**config.mk**
```make
export PLATFORM = sky130hd
export DESIGN_NAME = bin_to_bcd_seq_flat
export DESIGN_NICKNAME = d
export VERILOG_FILES = /design/src/rtl/bin_to_bcd_seq_pkg.sv /design/src/rtl/bin_to_bcd_seq_if.sv /design/src/rtl/bin_to_bcd_seq_bcd_add3.sv /design/src/rtl/bin_to_bcd_seq.sv /design/src/flat_wrapper.sv
export SDC_FILE = /design/constraint.sdc
export NUM_CORES = 1
export LEC_CHECK = 0
export CAP_MARGIN = 5
export CORE_ASPECT_RATIO = 1.1
export CORE_MARGIN = 4
export CORE_UTILIZATION = 53
export CTS_BUF_LIST = sky130_fd_sc_hd__clkbuf_4 sky130_fd_sc_hd__clkbuf_8 sky130_fd_sc_hd__clkbuf_16
export DETAILED_ROUTE_END_ITERATION = 8
export GPL_TIMING_DRIVEN = 0
export MAX_ROUTING_LAYER = met4
export PLACE_DENSITY = 0.82
export SETUP_SLACK_MARGIN = 0.1
export SYNTH_ARGS = -nofsm -noshare
export SYNTH_HDL_FRONTEND = slang
export SYNTH_SLANG_ARGS = --single-unit
```
**constraint.sdc**
```tcl
create_clock -name clk -period 1.9 [get_ports clk]
set_input_delay 0.19 -clock clk [delete_from_list [all_inputs] [get_ports clk]]
set_output_delay 0.19 -clock clk [all_outputs]
set_load 0.02 [all_outputs]
```
**src/rtl/bin_to_bcd_seq_pkg.sv**
```systemverilog
// Shared definitions for the binary-to-BCD converter: FSM state encoding,
// BCD digit width, the blank code, and the shift-counter width helper.
package calc_pkg;

  typedef enum logic [1:0] {
    IDLE  = 2'd0,
    SHIFT = 2'd1,
    DONE  = 2'd2
  } state_t;

  localparam int BCD_W = 4;
  localparam logic [BCD_W-1:0] BLANK_CODE = 4'hF;

  // The counter is loaded with BIN_W, so it needs room for the value BIN_W itself.
  function automatic int cnt_width(input int bin_w);
    return $clog2(bin_w + 1);
  endfunction

endpackage

```
**src/rtl/bin_to_bcd_seq_if.sv**
```systemverilog
// Start/done bus between the calculator datapath and the converter.
//
// Handshake: the master raises start with bin valid. The converter accepts it
// on a rising edge only while idle or in its done cycle. busy is high for the
// BIN_W shift cycles. done is a one-cycle pulse, and bcd/ovf change only on
// the edge that raises done. start during busy is dropped, not queued.
// dbg_state exposes the converter FSM state for observation.
interface bin_to_bcd_seq_if #(
  parameter int BIN_W  = 8,
  parameter int DIGITS = 3
);
  import calc_pkg::*;

  logic                      start;
  logic [BIN_W-1:0]          bin;
  logic                      busy;
  logic                      done;
  logic [BCD_W*DIGITS-1:0]   bcd;
  logic                      ovf;
  state_t                    dbg_state;

  modport master (
    output start, bin,
    input  busy, done, bcd, ovf, dbg_state
  );

  modport slave (
    input  start, bin,
    output busy, done, bcd, ovf, dbg_state
  );
endinterface

```
**src/rtl/bin_to_bcd_seq_bcd_add3.sv**
```systemverilog
// Double-dabble digit correction: any digit of 5 or more gets +3 so that the
// following left shift carries correctly into the next decimal digit.
module bcd_add3 (
  input  logic [3:0] d,
  output logic [3:0] q
);
  // The input is at most 9, so the 4-bit sum never wraps.
  assign q = (d >= 4'd5) ? d + 4'd3 : d;
endmodule

```
**src/rtl/bin_to_bcd_seq.sv**
```systemverilog
// Sequential shift-add-3 binary to packed BCD converter.
// One conversion per accepted start, BIN_W shift cycles, then a one-cycle done.
// The result register holds the last completed value between conversions.
// Optional build macro BCD_LZB_EN: store digits above the most significant
// non-zero digit as the blank code (digit 0 never blanked, no blanking on ovf).
module bin_to_bcd_seq
  import calc_pkg::*;
#(
  parameter int BIN_W  = 8,
  parameter int DIGITS = 3
) (
  input  logic             clk,
  input  logic             rst_n,
  bin_to_bcd_seq_if.slave  bus
);

  localparam int CNT_W = cnt_width(BIN_W);
  localparam int DIG_W = BCD_W * DIGITS;

  state_t             state_q, state_d;
  logic [CNT_W-1:0]   cnt_q, cnt_d;
  logic [BIN_W-1:0]   sr_q, sr_d;
  logic [DIG_W-1:0]   dig_q, dig_d;
  logic               acc_q, acc_d;
  logic [DIG_W-1:0]   bcd_q, bcd_d;
  logic               ovf_q, ovf_d;

  logic [DIG_W-1:0]   corr;
  logic [DIG_W-1:0]   dig_next;
  logic [BIN_W-1:0]   sr_next;
  logic               acc_next;
  logic [DIG_W-1:0]   bcd_final;

  // Per-digit add-3 correction on the current working digits.
  for (genvar g = 0; g < DIGITS; g++) begin : g_add3
    bcd_add3 u_add3 (
      .d (dig_q[g*BCD_W +: BCD_W]),
      .q (corr[g*BCD_W +: BCD_W])
    );
  end

`ifdef BCD_LZB_EN
  // Replace leading zero digits with the blank code; digit 0 is always kept.
  function automatic logic [DIG_W-1:0] lzb_blank(input logic [DIG_W-1:0] raw,
                                                  input logic ovf);
    logic [DIG_W-1:0] r;
    logic             seen;
    r    = raw;
    seen = ovf;
    for (int i = DIGITS - 1; i >= 1; i--) begin
      if (raw[i*BCD_W +: BCD_W] != '0) seen = 1'b1;
      if (!seen) r[i*BCD_W +: BCD_W] = BLANK_CODE;
    end
    return r;
  endfunction
`endif

  // One shift step: {digits, shift register} << 1 after correction; the bit
  // pushed out of the top digit marks a result too wide for DIGITS digits.
  always_comb begin
    dig_next = {corr[DIG_W-2:0], sr_q[BIN_W-1]};
    sr_next  = {sr_q[BIN_W-2:0], 1'b0};
    acc_next = acc_q | corr[DIG_W-1];
`ifdef BCD_LZB_EN
    bcd_final = lzb_blank(dig_next, acc_next);
`else
    bcd_final = dig_next;
`endif
  end

  // Next-state, counter, working registers and result register update.
  always_comb begin
    state_d = state_q;
    cnt_d   = cnt_q;
    sr_d    = sr_q;
    dig_d   = dig_q;
    acc_d   = acc_q;
    bcd_d   = bcd_q;
    ovf_d   = ovf_q;
    case (state_q)
      IDLE, DONE: begin
        if (bus.start) begin
          sr_d    = bus.bin;
          dig_d   = '0;
          acc_d   = 1'b0;
          cnt_d   = CNT_W'(BIN_W);
          state_d = SHIFT;
        end else begin
          state_d = IDLE;
        end
      end
      SHIFT: begin
        sr_d  = sr_next;
        dig_d = dig_next;
        acc_d = acc_next;
        cnt_d = cnt_q - 1'b1;
        if (cnt_q == CNT_W'(1)) begin
          bcd_d   = bcd_final;
          ovf_d   = acc_next;
          state_d = DONE;
        end
      end
      default: state_d = IDLE;
    endcase
  end

  // State and datapath registers with asynchronous clear.
  always_ff @(posedge clk or negedge rst_n) begin
    if (!rst_n) begin
      state_q <= IDLE;
      cnt_q   <= '0;
      sr_q    <= '0;
      dig_q   <= '0;
      acc_q   <= 1'b0;
      bcd_q   <= '0;
      ovf_q   <= 1'b0;
    end else begin
      state_q <= state_d;
      cnt_q   <= cnt_d;
      sr_q    <= sr_d;
      dig_q   <= dig_d;
      acc_q   <= acc_d;
      bcd_q   <= bcd_d;
      ovf_q   <= ovf_d;
    end
  end

  assign bus.busy      = (state_q == SHIFT);
  assign bus.done      = (state_q == DONE);
  assign bus.bcd       = bcd_q;
  assign bus.ovf       = ovf_q;
  assign bus.dbg_state = state_q;

endmodule

```
**src/flat_wrapper.sv**
```systemverilog
// flat-port wrapper written by rule: the top's interface ports become plain ports
module bin_to_bcd_seq_flat import calc_pkg::*;
#(
  parameter int BIN_W  = 8,
  parameter int DIGITS = 3
)
  (clk, rst_n, bus_start, bus_bin, bus_busy, bus_done, bus_bcd, bus_ovf, bus_dbg_state);
  bin_to_bcd_seq_if #(.BIN_W(BIN_W), .DIGITS(DIGITS)) bus_i ();
  input  logic clk;
  input  logic rst_n;
  input wire logic [$bits(bus_i.start)-1:0] bus_start;
  input wire logic [$bits(bus_i.bin)-1:0] bus_bin;
  output wire logic [$bits(bus_i.busy)-1:0] bus_busy;
  output wire logic [$bits(bus_i.done)-1:0] bus_done;
  output wire logic [$bits(bus_i.bcd)-1:0] bus_bcd;
  output wire logic [$bits(bus_i.ovf)-1:0] bus_ovf;
  output wire logic [$bits(bus_i.dbg_state)-1:0] bus_dbg_state;
  assign bus_i.start = bus_start;
  assign bus_i.bin = bus_bin;
  assign bus_busy = bus_i.busy;
  assign bus_done = bus_i.done;
  assign bus_bcd = bus_i.bcd;
  assign bus_ovf = bus_i.ovf;
  assign bus_dbg_state = bus_i.dbg_state;
  bin_to_bcd_seq #(.BIN_W(BIN_W), .DIGITS(DIGITS)) u_core (.clk(clk), .rst_n(rst_n), .bus(bus_i));
endmodule
```
# After elaboration in Yosys (flattened, before gate mapping)
# Cells that the tools add are included.
[word_totals] out_inout_bits=17 regBits=40 input_bits=11
[op_classes] n_lt_le_gt_ge=3 n_bitwise=1 n_addsub=4 n_reduce_logical=5 eq_ne=5 n_mux=14
[ops] op="$pmux W12 S2" n=1
[ops] op="$mux W4" n=4
[ops] op="$pmux W8 S2" n=1
[ops] op="$add A4 B2 Y4 const B" n=3
[ops] op="$ge A4 B3 Y1 const B" n=3
[ops] op="$mux W12" n=1
[ops] op="$mux W8" n=1
[ops] op="$pmux W4 S2" n=1
[ops] op="$eq A4 B1 Y1 const B" n=1
[ops] op="$pmux W2 S2" n=1
[ops] op="$reduce_and A2 Y1" n=2
[ops] op="$sub A4 B1 Y4 const B" n=1
[ops] op="$eq A2 B1 Y1 const B" n=1
[ops] op="$eq A2 B2 Y1 const B" n=1
[ops] op="$logic_not A2 Y1" n=1
[ops] op="$mux W1" n=2
[ops] op="$mux W2" n=1
[ops] op="$ne A2 B1 Y1 const B" n=1
[ops] op="$ne A2 B2 Y1 const B" n=1
[ops] op="$pmux W1 S2" n=1
[ops] op="$reduce_bool A2 Y1" n=1
[ops] op="$reduce_or A2 Y1" n=1
[ops] op="$or A1 B1 Y1" n=1

# Logic depth before layout (Yosys ltp)
[logic_depth] ltp_word=4 ltp_mapped=7

# By module
# From an unflattened synthesis, not the netlist that was laid out.
[unflattened] hier_cells=169 hier_area_um2=1919.3
[modules_own_cells] mod="bin_to_bcd_seq" area_per_inst_um2=1615.3 cells_each=121 n_inst=1
[modules_own_cells] mod="bcd_add3" area_per_inst_um2=101.3 cells_each=16 n_inst=3

# Worst setup path before layout
# OpenSTA, ideal clock, no wires.
[synth_path] kind="register to register" startpoint="register u_core.state_q[1], in the netlist u_core.bus.dbg_state[1]" endpoint="register u_core.bcd_q[10], in the netlist u_core.bus.bcd[10]" period_less_slack_ns=1.434 stages_incl_launch_ff=7 slack_ns=0.466 setup_ns=0.125 arrival_ns=1.309 cell_sequence="dfrtp_1 > nand2b_1 > buf_4 > inv_4 > nand2_4 > inv_6 > mux2_4"
[synth_between] elab_chain_cells=2
[synth_lines] element="start: declaration" line="bin_to_bcd_seq.sv:20" source="state_t state_q, state_d;"
[synth_lines] element="start signal: assignment" line="bin_to_bcd_seq.sv:118" source="state_q <= state_d;"
[synth_lines] element="$eq A2 B1 Y1" line="bin_to_bcd_seq.sv:80" source="case (state_q)"
[synth_lines] element="$reduce_and A2 Y1 (no line)"
[synth_lines] element="end signal: assignment" line="bin_to_bcd_seq.sv:115" source="bcd_q <= '0;"
[synth_lines] element="end signal: assignment" line="bin_to_bcd_seq.sv:123" source="bcd_q <= bcd_d;"
[synth_lines] element="end: declaration" line="bin_to_bcd_seq.sv:25" source="logic [DIG_W-1:0] bcd_q, bcd_d;"
# No other way between the ends.
# A chain may end at the register's enable or synchronous reset.

# Worst setup path in the final report
[layout_path] startpoint="register u_core.state_q[1], in the netlist u_core.bus.dbg_state[1]" endpoint="output port bus_busy"
[layout_between] elab_chain_cells=1
[layout_lines] element="$eq A2 B1 Y1" line="bin_to_bcd_seq.sv:128" source="assign bus.busy = (state_q == SHIFT);"
[layout_lines] element="end: declaration" line="flat_wrapper.sv:13" source="output wire logic [$bits(bus_i.busy)-1:0] bus_busy;"
# No other way between the ends.

==> out/qor.txt <==
CP max FO: 14
Synthesized cell area: 0.00194 mm^2
Post-route insts no fill: 260
Crit-path leading delay family: buffers and inverters
Gp weighted congestion: 0.792
Synth cell types: 30
WHS Endpoint: u_core.sr_q[6]
Most frequent cell after synthesis: dfrtp_1
Vias/cell: 5.46
Clock Sinks: 40
Slew Viols, Final: 0
Core ar.: 0.00344 mm^2
Dominant cell type by area after synthesis: dfrtp_1
Top Metal Used: met4
Final Setup Violations: 0
Worst Path Required: 1.71 ns
CP endpoint kind: output port
Worst r2r dst: u_core.dig_q[10]
Fillers: 277
Width of the die: 65.7 um
Mapped Nets: 197
Maximum clock rate: 0.585 GHz
ANT cells: 0
CP bufs+invs: 3
Tmin final: 1.71 ns
Initial antenna violation count: 0
VDD IR max: 1.01 mV
Avg Synthesized Cell Area: 10.9 um^2
WL met2: 2030 um
Xor/xnor cell area share of the yosys netlist: 1.35%
M1 WL: 1640 um
Flops & latches, synth: 40
CTS Buf Count: 5
Total GRT Usage: 19.7%
Initial core utilization: 56.5%
Placed cells: 253
Adder-cell share of the synthesized area: 5.15%
Top cells by count, synth: dfrtp_1, nand2_1, o21ai_1
Final ANT Viol Nets: 0
Syn-to-layout area delta: 20.5%
Reg2Reg Depth: 6
CTS tree: done
Gate Count Post-Synth: 178
Max-Cap Viols: 0
DR WL/cell: 14.9 um
CP Class: flip-flop to output port
Top Ports: 28
DR vias: 1419
Startpoint types: flip-flop
Dpl ws: 0.0183 ns
Routed Wire Length: 3870 um
Power Density: 1800 mW/mm^2
Top_reg_cell synth: dfrtp_1
Clock skew: 0.00843 ns
Main combinational cell family by area after synthesis: compound AO/OA/AOI/OAI gates
Met3 WL: 144 um
Worst-path cell with the longest stage delay: dfrtp_1
Post-synthesis sequential area ratio: 51.5%
Critical Path AT: 1.52 ns
Outcome: complete, no violations
Die H: 71.5 um
DP Area: 0.00227 mm^2
Post-synth EDFFs: 0
R2r setup slk: 0.30 ns
Pin count of the biggest net entering global routing: 41
Leak: 1.06 nW
Slew @ Worst Pin: 0.872 ns
Full die area: 0.00470 mm^2
Depth of the worst hold-timing path: 3
Cell area after layout: 0.00234 mm^2
Period Utilization, post-route: 90.0%
Max clock buf depth: 2
Yosys top cell area share: 51.5%
Initial DRC count: 53
Synth Area in Compound Gates: 16.2%
Fraction of layout cells with a size suffix above 1: 15.1%
Mux cell area share after synthesis: 6.18%
Hold Crit Class: input port to flip-flop
Port Buffers: 27
Ys async rst share: 100%
Global-route wire length before repair: 6910 um
Skew-Pair Late Insertion Delay: 0.35 ns
Top cells by area, synth: dfrtp_1, nand2_1, ha_1
Simple-gate share of the synthesized area: 15.0%
Hold wc startpoint: bus_bin[6]
Setup WS post-layout: 0.190 ns
Max incr delay on CP: 0.41 ns
Pre-antenna DRT Iters: 4
Rows: 22
RR Startpoint: u_core.dig_q[8]
DRC: 0
Clock root buffer: clkbuf_4
Global route overflow: 0
H-tree levels: 2
RSZ-0062 raised after global routing: no
Slew margin rel.: 41.9%
Clock-pin slew on the worst setup and hold paths: 0.11 ns
Number of global-route vias before repair: 1518
Worst path cell trace: nand2b_1 > buf_4 > inv_6 > clkdlybuf4s15_2
Final hold vios: 0
Fin nets: 231
Dpl hpwl: 2800 um
Syn. warnings: 0
through the flow:
| stage | hold WS, ns | power, mW | utilization (%) | TNS (ns) |
|---|---|---|---|---|
| 3_5_place_dp | 0.355 | 3.77 | 65.9 | 0 |
| 6_report | 0.431 | 4.21 | 68.1 | 0 |
| 2_1_floorplan | -0.106 | 3.07 | - | 0 |
| 4_1_cts | 0.418 | 4.25 | 68.0 | 0 |
| 5_1_grt | 0.419 | 4.56 | 68.1 | 0 |
| 3_3_place_gp | 0.462 | 3.64 | 66.1 | -10.23 |
layout by cell type, fill, tap and decap left out, types with 4 or more instances in the layout:
cell	count
dfrtp_1	40
mux2_4	6
a22oi_1	7
clkbuf_4	5
a21oi_1	6
buf_4	4
nand3_1	4
clkdlybuf4s50_1	25
ha_1	8
a22o_1	8
nor3b_1	6
o21ai_1	15
inv_1	8
nor3_1	4
nand2_1	31
where the power goes:
part | leakage, nW | internal, mW | total (mW) | switching, mW
logic | 0.524 | 1.03 | 2.17 | 1.14
clock network | 0.0374 | 0.210 | 0.476 | 0.266
registers | 0.503 | 1.23 | 1.57 | 0.337
total | 1.06 | 2.47 | 4.21 | 1.74
metal layers:
| metal | global-route usage, % | up-vias |
|---|---|---|
| li1 | - | 683 |
| met1 | 23.1 | 698 |
| met2 | 32.0 | 30 |
| met3 | 5.33 | 8 |
| met4 | 7.60 | 0 |
| met5 | - | - |
worst min-delay path: stages:
cell and delay (ns):
clkdlybuf4s50_1 0.45, a22oi_1 0.06, nand2_1 0.05
what timing repair did:
action	CTS	global route
buffers inserted	0	0
endpoints found under the setup margin	1	1
gates resized for setup	3	1
gates cloned	0	0
hold buffers	1	0
endpoints found under the hold margin	40	0
sequential cells by signal, summed over array words and instances (netlist names):
signal	flops
u_core.bus.dbg_state	2
u_core.dig_q	12
u_core.bus.ovf	1
u_core.sr_q	8
u_core.bus.bcd	12
u_core.acc_q	1
u_core.cnt_q	4
worst max path at each step:
stage | startpoint | to | slack [ns] | depth (start not counted)
finish | u_core.bus.dbg_state[1] | bus_busy | 0.19 | 4
floorplan | u_core.bus.dbg_state[1] | u_core.bus.bcd[10] | 0.47 | 6
global route | u_core.bus.dbg_state[1] | bus_busy | 0.12 | 4
detailed placement | u_core.bus.dbg_state[1] | bus_busy | 0.02 | 5
global placement | rst_n | u_core.bus.bcd[1] | -0.26 | 1
CTS | u_core.bus.dbg_state[1] | bus_busy | 0.13 | 4
cell type report:
| class | count | area (um^2) | share of cell area [%] |
|---|---|---|---|
| Inverter | 10 | 47.5 | 2.03 |
| Clock buffer | 7 | 65.1 | 2.78 |
| Timing Repair Buffer | 28 | 277 | 11.8 |
| Buffer | 6 | 40.0 | 1.71 |
| Multi-Input combinational cell | 121 | 852 | 36.4 |
| Tap cell | 48 | 60.1 | 2.56 |
| Sequential cell | 40 | 1000 | 42.7 |
kinds of logic (layout without fill, tap and decap cells):
kind of cell             after synthesis  after routing
AND/OR/NAND/NOR                       56             56
buffers and inverters                 17             51
AO/OA/AOI/OAI                         45             45
adder cells (fa/ha/maj)                8              8
XOR/XNOR                               3              3
flip-flops                            40             40
multiplexers                           9              9
Note: power is estimated with default switching activity, not from simulation.
==> edit 1, RTL diff (same flow settings) <==
Add a define of `BCD_LZB_EN`.
--- a/src/rtl/bin_to_bcd_seq.sv
+++ b/src/rtl/bin_to_bcd_seq.sv
@@ -5,2 +5,4 @@
 // non-zero digit as the blank code (digit 0 never blanked, no blanking on ovf).
+`define BCD_LZB_EN
+
 module bin_to_bcd_seq
Behaviour: not the same (Yosys sat finds a counterexample within 10 cycles, from zero or initial values and one cycle with rst_n low).
==> edit 1 against the unedited design <==
Power up 25%. Final area up 16%. Setup slack worse by 0.15 ns. Cell count up 16%. Sequential cell count unchanged. Wire length up 14%. Hold slack worse by 0.051 ns. Synthesized area down 1.9%.
==> edit 1: results (changes against the unedited design) <==
status: "finished, final reports clean"  # unchanged
slowest_delay_ns: 0.57  # was 0.41 ns
finalClockSkew_ns: 0.006485  # was 0.008433 ns
clkbuf_count: 5  # was 7
synthAdderAreaFrac_pct: 5.249  # was 5.151%
grt_usage_pct: 19.71  # was 19.67%
synthTopCellsByArea: "dfrtp_1 52%, ha_1 5.2%, nand2_1 5.1%"  # was dfrtp_1 52%, nand2_1 6.0%, ha_1 5.2%
synth_common_cells: "40 x dfrtp_1, 26 x nand2_1, 17 x nor2_1, 15 x o21ai_0, 11 x a31oi_1"  # was 40 x dfrtp_1, 31 x nand2_1, 15 x o21ai_1
hold_path_end: "u_core.sr_q[2]"  # was u_core.sr_q[6]
grt_pass1_wl_mm: 6.886  # was 6.906 mm
placed_cell_area_mm2: 0.002232  # was 0.002268 mm2
finalWirelength_mm: 4.405  # was 3.872 mm
synth_mux_area_share_pct: 4.462  # was 6.182%
nNonClkInverters: 9  # was 10
nMultiInputCombCells: 135  # was 121
buffers: 62  # was 34
fillers: 221  # was 277
worstReg2RegEnd: "u_core.bus.bcd[5]"  # was u_core.dig_q[10]
reg2reg_slack_ns: 0.04  # was 0.30 ns
grt_pass1_vias: 1576  # was 1,518
path_max_fanout: 4  # was 14
path_class: "flip-flop to flip-flop"  # was flip-flop to primary output
area_growth_pct: 41.93  # was 20.54%
syn_inst: 193  # was 178
drt_iter0_markers: 116  # was 53
cellLeakagePower_nw: 1.168  # was 1.064 nW
critical_path.slowest_cell: "or4b_4"  # was dfrtp_1
viasPerCell: 5.384  # was 5.458
rr_startpoint: "u_core.cnt_q[1]"  # was u_core.dig_q[8]
gp_congestion: 0.8096  # was 0.7924
cts_resized: 28  # was 3
placed_cells: 268  # was 253
ys_seq_area_share_pct: 52.49  # was 51.51%
multi_input_area_mm2: 0.001027  # was 852.1 um2
crit_family: "simple AND/OR/NAND/NOR gates"  # was buffers and inverters
reg2reg_depth: 7  # was 6
powerSeq_mw: 1.62  # was 1.57 mW
clock_cell_area_share_pct: 2.959  # was 2.778%
seq-cell-share_pct: 37.08  # was 42.73%
slew_headroom_pct: 41.49  # was 41.87%
wl_per_cell_um: 14.59  # was 14.89 um
buffer_area_share_pct: 18.54  # was 13.51%
synth_compound_area_share_pct: 14.90  # was 16.16%
synth_nets: 212  # was 197
postCtsSetupRepairBufs: 17  # was 0
comb_power_share_pct: 58.5  # was 51.4%
==> edit 1: changes by cell type in the layout (fill, tap and decap cells not counted), moves of 5 or more <==
cell / change
inv_1: -6
a22oi_1: -7
nand2_1: -6
buf_4: +22
o21ai_0: +9
ha_1: -7
inv_2: +7
a31oi_1: +10
ha_4: +6
mux2_4: -5
nor2_1: +15
o21ai_1: -10
clkbuf_1: +5
==> edit 1: layer usage <==
| layer | vias to the layer above | part of all wire [%] | GRT usage, % |
|---|---|---|---|
| li1 | 793 | - | - |
| met1 | 784 | 45 | 23.63 |
| met2 | 38 | 49 | 31.83 |
| met3 | 11 | 3.9 | 4.444 |
| met4 | 0 | 2.3 | 8.295 |
| met5 | - | 0 | - |
==> edit 1: through the flow <==
stage               power, mW  worst slack (ns)  hold WS [ns]
global route            5.669          -0.01478        0.3739
detailed placement      3.798          -0.04962        0.3684
global placement        3.717           -0.3596        0.4865
CTS                     4.899           0.09181        0.3774
floorplan               3.053            0.1229       -0.1056
finish                  5.278           0.03543        0.3802
==> edit 2, RTL diff (same settings) <==
Without the edit above. Take the reset off `sr_q` and load it in a clocked block of its own.
--- a/src/rtl/bin_to_bcd_seq.sv
+++ b/src/rtl/bin_to_bcd_seq.sv
@@ -111,3 +111,2 @@
       cnt_q   <= '0;
-      sr_q    <= '0;
       dig_q   <= '0;
@@ -119,3 +118,2 @@
       cnt_q   <= cnt_d;
-      sr_q    <= sr_d;
       dig_q   <= dig_d;
@@ -125,2 +123,6 @@
     end
+  end
+
+  always_ff @(posedge clk) begin
+    sr_q <= sr_d;
   end
Function: no difference found for any inputs over 10 cycles, from zero or initial values and one cycle with rst_n low; that may be too few to reach the edited logic, so the function may still have changed.
==> edit 2 against the unedited design <==
Synthesized area is 0.64% lower. Hold slack got worse by 0.27 ns. Sequential cell count stayed put. Sequential share of layout area rose by 1.3 points. Die area is 0.57% lower. Final area rose by 0.96%. Setup slack improved by 0.028 ns. Wire length fell by 2.3%. Power increased by 2.8%. Count of clock-buffer cells in the layout is 2 lower. Highest routed layer unchanged.
==> edit 2: results (changes against the unedited design) <==
met3WireLength_um: 136  # was 144 um
synth_edf_count: 8  # was 0
synthArstFlopShare_pct: 80.00  # was 100.0%
area_growth_pct: 22.49  # was 20.54%
drt_iter0_markers: 74  # was 53
buffer_area_share_pct: 14.23  # was 13.51%
p_clk_share_pct: 12.4  # was 11.3%
place_ws_ns: 0.09376  # was 0.01827 ns
cp.arrival_ns: 1.49  # was 1.52 ns
multi_input_area_share_pct: 34.07  # was 36.38%
synth_xor_area_share_pct: 1.361  # was 1.352%
worstReg2RegEnd: "u_core.bus.bcd[2]"  # was u_core.dig_q[10]
synthTopCellsByArea: "dfrtp_1 41%, edfxtp_1 12%, nand2_1 7.0%"  # was dfrtp_1 52%, nand2_1 6.0%, ha_1 5.2%
finalWirelength_mm: 3.783  # was 3.872 mm
peakVddDrop_mv: 1.091  # was 1.008 mV
clock_path_buffers: 2  # unchanged
placed_cell_area_mm2: 0.002291  # was 0.002268 mm2
powerSeq_mw: 1.64  # was 1.57 mW
synth_compound_area_share_pct: 13.09  # was 16.16%
wl_per_cell_um: 14.55  # was 14.89 um
finalClockSkew_ns: 0.01632  # was 0.008433 ns
critical_path.slowest_cell: "dfrtp_1"  # unchanged
syn_area_per_cell_um2: 10.97  # was 10.92 um2
tightest_slew_ns: 0.4294  # was 0.8720 ns
nMultiInputCombCells: 119  # was 121
switching_share_pct: 40.31  # was 41.28%
grt_max_degree: 22  # was 41
grt_pass1_vias: 1412  # was 1,518
grt_usage_pct: 18.09  # was 19.67%
grt_pass1_wl_mm: 6.203  # was 6.906 mm
grtUsageMet3_pct: 3.918  # was 5.329%
fillers: 268  # was 277
reg2reg_depth: 6  # unchanged
drive_above_1_share_pct: 14.62  # was 15.09%
clock_cell_area_share_pct: 3.175  # was 2.778%
synth_nets: 195  # was 197
nNetsFinal: 230  # was 231
clkbuf_count: 5  # was 7
synth_cell_types: 34  # was 30
dp_hpwl_mm: 2.839  # was 2.805 mm
nNonClkInverters: 11  # was 10
gp_congestion: 0.8111  # was 0.7924
rr_startpoint: "u_core.cnt_q[1]"  # was u_core.dig_q[8]
grt_use_met1_pct: 20.82  # was 23.11%
cellLeakagePower_nw: 1.072  # was 1.064 nW
p_sw_mw: 1.744  # was 1.738 mW
viasPerCell: 5.312  # was 5.458
min_path_type: "input pin to asynchronous set/reset pin"  # was input pin to flip-flop
fin_hold_ws_ns: 0.1564  # was 0.4313 ns
synthAdderAreaFrac_pct: 5.185  # was 5.151%
synth_common_cells: "36 x nand2_1, 32 x dfrtp_1, 14 x o21ai_1"  # was 40 x dfrtp_1, 31 x nand2_1, 15 x o21ai_1
use_met2_pct: 29.70  # was 31.96%
synth_mux_area_share_pct: 6.222  # was 6.182%
status: "finished, final reports clean"  # unchanged
drt-met1-wl_mm: 1.660  # was 1.641 mm
seq-cell-share_pct: 44.02  # was 42.73%
==> edit 2: cell count changes in the layout (fill, tap and decap cells not counted), moves of 2 or more <==
cell / before / now
a22o_1: 8 / 6
a22oi_1: 7 / 0
buf_4: 4 / 1
buf_8: 0 / 2
clkbuf_8: 2 / 0
clkinv_1: 0 / 2
dfrtp_1: 40 / 32
edfxtp_1: 0 / 8
inv_4: 0 / 2
inv_6: 2 / 0
nand2_1: 31 / 36
o22ai_1: 0 / 3
==> edit 2: worst max path at each step <==
stage	cells past startpoint	slack (ns)	end
global placement	1	0.06	u_core.dig_q[1]
CTS	2	0.19	bus_done
floorplan	6	0.46	u_core.bus.bcd[10]
global route	4	0.13	bus_busy
detailed placement	5	0.09	bus_busy
finish	4	0.22	bus_busy
==> edit 2: timing repair <==
action                                  CTS  global route
gates resized for setup                   3             1
endpoints found under the hold margin     0             0
endpoints found under the setup margin    1             1
gates cloned                              0             0
